### config.mk
export PLATFORM = sky130hd
export DESIGN_NAME = de3d_tc_tag_ctl
export DESIGN_NICKNAME = d
export VERILOG_FILES = /design/src/rtl/de3d_tc_pkg.sv /design/src/rtl/de3d_tc_tag_bank.sv /design/src/rtl/de3d_tc_tag_ctl.sv
export SDC_FILE = /design/constraint.sdc
export NUM_CORES = 2
export LEC_CHECK = 0
export BUFFER_PORTS_ARGS = -buffer_cell sky130_fd_sc_hd__buf_4
export CORE_MARGIN = 3
export CORE_UTILIZATION = 41
export DETAILED_ROUTE_END_ITERATION = 8
export PLACE_DENSITY_LB_ADDON = 0.3
export SLEW_MARGIN = 25
export SYNTH_ARGS = -nofsm -noshare
export SYNTH_HDL_FRONTEND = slang
export SYNTH_SLANG_ARGS = --single-unit
### constraint.sdc
create_clock -name de_clk -period 3.9 [get_ports de_clk]
set_clock_uncertainty 0.05 [all_clocks]
set_input_delay 0.195 -clock de_clk [delete_from_list [all_inputs] [get_ports de_clk]]
set_output_delay 0.195 -clock de_clk [all_outputs]
set_load 0.03 [all_outputs]
### src/rtl/de3d_tc_pkg.sv
// Shared definitions for the texture-cache tag controller: FSM states,
// bank encodings, geometry constants and small arithmetic helpers.
package de3d_tc_pkg;

  localparam int TAG_W_DEF  = 13;
  localparam int NUM_BANKS  = 4;
  localparam int IDX_W      = 5;
  localparam int BANK_DEPTH = 32;

  typedef enum logic [2:0] {
    ST_IDLE = 3'd0,
    ST_CMP  = 3'd1,
    ST_REQ  = 3'd2,
    ST_FILL = 3'd3,
    ST_OUT  = 3'd4
  } tc_state_e;

  typedef enum logic [1:0] {
    BANK_EE = 2'd0,
    BANK_EO = 2'd1,
    BANK_OE = 2'd2,
    BANK_OO = 2'd3
  } tc_bank_e;

  // Lowest outstanding bank wins: ee before eo before oe before oo.
  function automatic tc_bank_e lowest_bank(input logic [NUM_BANKS-1:0] v);
    if (v[0])      return BANK_EE;
    else if (v[1]) return BANK_EO;
    else if (v[2]) return BANK_OE;
    else           return BANK_OO;
  endfunction

  function automatic logic [2:0] count_ones(input logic [NUM_BANKS-1:0] v);
    return 3'(v[0]) + 3'(v[1]) + 3'(v[2]) + 3'(v[3]);
  endfunction

  // 16-bit counter add that sticks at all-ones instead of wrapping.
  function automatic logic [15:0] sat_add(input logic [15:0] a, input logic [2:0] n);
    logic [16:0] s;
    s = {1'b0, a} + {14'd0, n};
    return s[16] ? 16'hFFFF : s[15:0];
  endfunction

endpackage

### src/rtl/de3d_tc_tag_bank.sv
// One 32-entry tag bank: tag storage, per-entry valid bits, asynchronous
// read port, single write port and a one-cycle invalidate-all.
module de3d_tc_tag_bank
  import de3d_tc_pkg::*;
#(
  parameter int TAG_W = TAG_W_DEF
) (
  input  logic             de_clk,
  input  logic             de_rst,
  input  logic             clr_all,
  input  logic [IDX_W-1:0] rd_idx,
  output logic [TAG_W-1:0] rd_tag,
  output logic             rd_valid,
  input  logic             wr_en,
  input  logic [IDX_W-1:0] wr_idx,
  input  logic [TAG_W-1:0] wr_tag
);

  logic [TAG_W-1:0]      tag_mem [BANK_DEPTH];
  logic [BANK_DEPTH-1:0] valid;

  // Valid bits: cleared by reset or flush, set by a fill write.
  // NOTE: sequential state uses non-blocking assignments so every flop samples pre-edge values.
  always_ff @(posedge de_clk) begin
    if (de_rst || clr_all) valid <= '0;
    else if (wr_en)        valid[wr_idx] <= 1'b1;
  end

  // Tag storage written on fill.
  // NOTE: tag entries are deliberately not reset; the valid vector alone decides whether they are meaningful.
  always_ff @(posedge de_clk) begin
    if (wr_en) tag_mem[wr_idx] <= wr_tag;
  end

  assign rd_tag   = tag_mem[rd_idx];
  assign rd_valid = valid[rd_idx];

endmodule

### src/rtl/de3d_tc_tag_ctl.sv
// Texture-cache tag lookup and miss sequencer. Compares a four-bank request
// against the tag banks, issues one memory fill per missing bank, then
// presents the completed lookup downstream while stalling upstream.
// Optional build macro DE3D_TC_STATS_EN adds saturating hit/miss counters;
// without it stat_hit/stat_miss are tied to zero.
module de3d_tc_tag_ctl
  import de3d_tc_pkg::*;
#(
  parameter int TAG_W = TAG_W_DEF
) (
  input  logic             de_clk,
  input  logic             de_rst,
  input  logic             push_uv_dd,
  input  logic             current_clip_dd,
  input  logic [4:0]       ee_tag_adr_rd,
  input  logic [4:0]       eo_tag_adr_rd,
  input  logic [4:0]       oe_tag_adr_rd,
  input  logic [4:0]       oo_tag_adr_rd,
  input  logic [TAG_W-1:0] ee_tag_in,
  input  logic [TAG_W-1:0] eo_tag_in,
  input  logic [TAG_W-1:0] oe_tag_in,
  input  logic [TAG_W-1:0] oo_tag_in,
  input  logic             tc_flush,
  output logic             tc_busy,
  output logic             mc_req,
  output logic [1:0]       mc_bank,
  output logic [4:0]       mc_idx,
  output logic [TAG_W-1:0] mc_tag,
  input  logic             mc_ack,
  input  logic             mc_done,
  output logic             out_valid,
  input  logic             out_ready,
  output logic             out_clip,
  output logic [3:0]       out_miss,
  output logic             ovf_err,
  output logic [15:0]      stat_hit,
  output logic [15:0]      stat_miss
);

  tc_state_e state, state_nxt;

  logic [IDX_W-1:0]     idx_in [NUM_BANKS];
  logic [TAG_W-1:0]     tag_in [NUM_BANKS];
  logic [IDX_W-1:0]     idx_r  [NUM_BANKS];
  logic [TAG_W-1:0]     tag_r  [NUM_BANKS];
  logic [TAG_W-1:0]     rd_tag [NUM_BANKS];
  logic [NUM_BANKS-1:0] rd_valid;
  logic [NUM_BANKS-1:0] hit;
  logic [NUM_BANKS-1:0] miss_vec;
  logic [NUM_BANKS-1:0] work_r;
  logic [NUM_BANKS-1:0] cur_onehot;
  logic [1:0]           cur_bank;
  logic                 clip_r;
  logic                 flush_pend;
  logic                 clr_all;
  logic                 fill_done;

  assign idx_in[0] = ee_tag_adr_rd;
  assign idx_in[1] = eo_tag_adr_rd;
  assign idx_in[2] = oe_tag_adr_rd;
  assign idx_in[3] = oo_tag_adr_rd;
  assign tag_in[0] = ee_tag_in;
  assign tag_in[1] = eo_tag_in;
  assign tag_in[2] = oe_tag_in;
  assign tag_in[3] = oo_tag_in;

  assign cur_bank   = lowest_bank(work_r);
  assign cur_onehot = 4'b0001 << cur_bank;
  assign fill_done  = (state == ST_FILL) && mc_done;
  // Flush takes effect only on an idle cycle that is not also taking a request.
  assign clr_all    = (state == ST_IDLE) && !push_uv_dd && (tc_flush || flush_pend);
  assign miss_vec   = clip_r ? '0 : ~hit;

  for (genvar b = 0; b < NUM_BANKS; b++) begin : g_bank
    de3d_tc_tag_bank #(.TAG_W(TAG_W)) u_bank (
      .de_clk   (de_clk),
      .de_rst   (de_rst),
      .clr_all  (clr_all),
      .rd_idx   (idx_r[b]),
      .rd_tag   (rd_tag[b]),
      .rd_valid (rd_valid[b]),
      .wr_en    (fill_done && (cur_bank == 2'(b))),
      .wr_idx   (idx_r[b]),
      .wr_tag   (tag_r[b])
    );
    assign hit[b] = rd_valid[b] && (rd_tag[b] == tag_r[b]);
  end

  // FSM state register.
  always_ff @(posedge de_clk) begin
    if (de_rst) state <= ST_IDLE;
    else        state <= state_nxt;
  end

  // Next-state decode.
  // NOTE: state_nxt gets a default before the case so no path leaves it unassigned and no latch is inferred.
  always_comb begin
    state_nxt = state;
    unique case (state)
      ST_IDLE: if (push_uv_dd) state_nxt = ST_CMP;
      ST_CMP:  state_nxt = (miss_vec == '0) ? ST_OUT : ST_REQ;
      ST_REQ:  if (mc_ack) state_nxt = ST_FILL;
      ST_FILL: if (mc_done) state_nxt = ((work_r & ~cur_onehot) != '0) ? ST_REQ : ST_OUT;
      ST_OUT:  if (out_ready) state_nxt = ST_IDLE;
      default: state_nxt = ST_IDLE;
    endcase
  end

  // Request capture, miss bookkeeping, pending flush and overflow flag.
  always_ff @(posedge de_clk) begin
    if (de_rst) begin
      for (int b = 0; b < NUM_BANKS; b++) begin
        idx_r[b] <= '0;
        tag_r[b] <= '0;
      end
      clip_r     <= 1'b0;
      out_miss   <= '0;
      work_r     <= '0;
      flush_pend <= 1'b0;
      ovf_err    <= 1'b0;
    end else begin
      if (state == ST_IDLE && push_uv_dd) begin
        for (int b = 0; b < NUM_BANKS; b++) begin
          idx_r[b] <= idx_in[b];
          tag_r[b] <= tag_in[b];
        end
        clip_r <= current_clip_dd;
      end
      if (state == ST_CMP) begin
        out_miss <= miss_vec;
        work_r   <= miss_vec;
      end
      if (fill_done) work_r <= work_r & ~cur_onehot;
      if (clr_all)       flush_pend <= 1'b0;
      else if (tc_flush) flush_pend <= 1'b1;
      if (push_uv_dd && state != ST_IDLE) ovf_err <= 1'b1;
    end
  end

  assign tc_busy   = (state != ST_IDLE);
  assign mc_req    = (state == ST_REQ);
  assign mc_bank   = mc_req ? cur_bank : 2'd0;
  assign mc_idx    = mc_req ? idx_r[cur_bank] : '0;
  assign mc_tag    = mc_req ? tag_r[cur_bank] : '0;
  assign out_valid = (state == ST_OUT);
  assign out_clip  = clip_r;

`ifdef DE3D_TC_STATS_EN
  logic [15:0] hit_cnt, miss_cnt;

  // Hit/miss bank counts of each non-clipped lookup, saturating.
  always_ff @(posedge de_clk) begin
    if (de_rst) begin
      hit_cnt  <= '0;
      miss_cnt <= '0;
    end else if (state == ST_CMP && !clip_r) begin
      hit_cnt  <= sat_add(hit_cnt, count_ones(hit));
      miss_cnt <= sat_add(miss_cnt, count_ones(~hit));
    end
  end

  assign stat_hit  = hit_cnt;
  assign stat_miss = miss_cnt;
`else
  assign stat_hit  = '0;
  assign stat_miss = '0;
`endif

endmodule

==> results.py <==
metrics = {
    "timing": {
        "hold_violations": 0,
        "fin_crit_ns": 3.88,
        "slew_viol_final": 0,
        "timing.fmax_ghz": 0.258,
        "period_share": 0.995,
        "setup_viol": 0,
        "timing.hold.ws_ns": 0.0909,
        "slew_headroom": 0.295,
        "worst_pin_slew_ns": 1.06,
    },
    "routing": {
        "ant_nets": 0,
        "wl_per_cell_microns": 29.1,
        "via_per_inst": 5.74,
        "drc": 0,
        "firstDrtPassIters": 5,
        "drt_wl_total_microns": 215000,
        "vias": 42400,
        "drt_iter0_markers": 5007,
    },
    "floorplanning": {
        "die_y_microns": 430,
        "rows": 154,
        "core_area_sq_mm": 0.177,
        "io_pins": 141,
        "fp.dieArea_sq_mm": 0.185,
        "start_util": 0.415,
        "die_w_microns": 430,
    },
    "finish": {
        "layout-drive-gt1-share": 0.199,
        "nets": 4966,
        "area_delta_synth_final_pct": 19.0,
        "fin_util": 0.494,
    },
    "logic_synthesis": {
        "yosysTopAreaCell": "edfxtp_1",
        "yosys_warnings": 0,
        "synth.top_cell.area_share": 0.708,
        "synthTopCellsByCount": "edfxtp_1 (1736), mux2i_1 (767), o22ai_1 (362)",
        "ys_async_sr_fraction": 0,
        "synth-edff-count": 1736,
        "synthCells": 4304,
        "yosysMostFrequentCell": "edfxtp_1",
        "post_synth_num_cell_types": 57,
        "synth_area_leaders": "edfxtp_1 (71%), mux2i_1 (10%), dfxtp_1 (3.9%)",
        "syn_area_sq_mm": 0.0736,
        "ys_seq_area_frac": 0.747,
        "syn_avg_cell_area_sq_um": 17.1,
        "synth_ff_type": "edfxtp_1",
        "yosys_register_bits": 1878,
    },
    "power": {
        "peakVddDrop_mv": 0.432,
        "p_leak_nw": 29.5,
        "p_per_area_mw_per_mm2": 535,
    },
    "critical_path": {
        "cp_max_fo": 31,
        "critPathCaptureType": "flip-flop",
        "cp.arrival_ns": 4.59,
        "cp.required_ns": 4.61,
        "startpoint_type": "flip-flop",
        "worstSetupPathType": "reg2reg",
    },
    "global_route": {
        "antenna_found_initial": 1,
        "grt_usage": 0.227,
        "grt_start_max_net_pins": 129,
        "grt_pass1_wl_microns": 304000,
        "overflow": 0,
        "grt_pass1_vias": 41300,
    },
    "clocking": {
        "insertion_delay_ns": 0.84,
        "clock_sinks": 1878,
        "cts_tree": "yes",
        "clk_pin_slew_ns": 0.07,
        "cts_made_buffers": 190,
        "cts-htree-levels": 4,
        "max-clock-path-buffers": 3,
        "root_buffer": "clkbuf_16",
    },
    "run": {
        "maxCapViolCount": 0,
    },
    "placed_design": {
        "gp_congestion": 0.918,
        "place_hpwl_microns": 141000,
        "io_buffers": 108,
    },
    "status": {
        "outcome": "completed",
    },
    "hold_path": {
        "min_path_type": "in2reg",
    },
}
## registers in the layout, summed over array words and instances (netlist names)
register               count
g_bank.u_bank.tag_mem   1664
g_bank.u_bank.valid      128
tag_r                     52
idx_r                     20
out_miss                   4
work_r                     4
state                      3
flush_pend                 1
out_clip                   1
ovf_err                    1
## layout make-up
cell class	count	area, sq um
Multi-Input combinational cell	2164	17800
Timing Repair Buffer	647	5760
Clock inverter	108	943
Fill cell	14800	89700
Tap cell	2340	2930
Antenna cell	2	5.00
Inverter	5	18.8
Sequential cell	1878	55000
Clock buffer	241	5120
## layer usage
metal | GRT usage | part of all wire | up-vias
li1 | - | - | 18300
met1 | 0.311 | 0.41 | 21900
met2 | 0.366 | 0.48 | 1846
met3 | 0.0321 | 0.068 | 384
met4 | 0.0901 | 0.043 | 0
met5 | 0 | 0 | -
## per-stage QoR
stage	std cells	cell area [sq um]	power [mW]	worst slack [ns]	TNS, ns
6_report	7385	87600	46.9	0.0189	0
5_1_grt	7383	87600	48.3	-0.0415	-0.0615
4_1_cts	7337	86800	46.9	-0.0202	-0.0202
3_5_place_dp	6900	79700	29.1	-0.445	-1.23
3_3_place_gp	6900	79700	29.0	-0.444	-1.22
2_1_floorplan	4335	73700	26.7	0.635	0
## kinds of logic after synthesis
| kind of cell | share of synthesized area |
|---|---|
| multiplexers | 0.130 |
| other | 0.0000509 |
| buffers and inverters | 0.0184 |
| XOR/XNOR | 0.00452 |
| adder cells (fa/ha/maj) | 0.000136 |
| AND/OR/NAND/NOR | 0.0477 |
| AO/OA/AOI/OAI | 0.0527 |
| flip-flops | 0.747 |
## critical path: stages (launching register included)
cell	delay, ns
edfxtp_1	0.38
buf_6	0.20
or4b_4	0.67
o22ai_1	0.36
nor4_4	0.09
and3_1	0.18
or4_4	0.52
nor4_4	0.32
nand4_1	0.32
buf_4	0.26
nor4_4	0.28
o311a_1	0.17
## where the power goes
part	internal (mW)	total (mW)	leakage, nW	switching, mW
registers	22.7	23.0	17.1	0.284
logic	2.32	6.13	9.53	3.82
clock network	10.1	17.8	2.94	7.68
## path summary, 6_finish.rpt
path              slack [ns]                   endpoint  depth (start not counted)                      start
hold / removal          0.09                   state[2]                          4                  out_ready
setup / recovery        0.02                   state[2]                         11                idx_r[2][3]
setup reg to reg        0.02                   state[2]                         11                idx_r[2][3]
hold reg to reg         0.41  g_bank[3].u_bank.valid[3]                          1  g_bank[3].u_bank.valid[3]
## cells in the final DEF (no fill, tap or decap), drive strengths merged, types with 5 or more instances in the layout
master	Yosys	final
dlygate4sd3	0	81
nor3	7	7
xor2	12	12
o211ai	5	5
mux2i	767	767
o21ai	6	6
and2	78	78
xnor2	26	26
or4	11	11
nand4	18	18
nand3b	5	5
and3	10	10
o22ai	363	363
dfxtp	142	142
clkinv	0	78
nand2b	13	13
a22oi	13	13
clkinvlp	0	10
mux4	82	82
nor2b	18	18
nor4	93	93
a211oi	5	5
bufinv	0	12
a21oi	64	64
nand4b	17	17
buf	150	558
edfxtp	1736	1736
o21a	129	129
nor2	204	204
conb	1	32
nand2	91	91
nand4bb	23	23
clkbuf	138	247
or4b	16	16
nand3	24	24
inv	5	13
## repair_timing
| item | CTS | global route |
|---|---|---|
| hold buffers | 81 | 0 |
| endpoints found under the hold margin | 86 | 0 |
| buffers inserted | 6 | 39 |
| pin swaps | 1 | 20 |
| setup endpoints to repair | 7 | 2 |
| cloned | 1 | 7 |
| resized for setup | 36 | 58 |
Power figures use the tool's default switching activity.
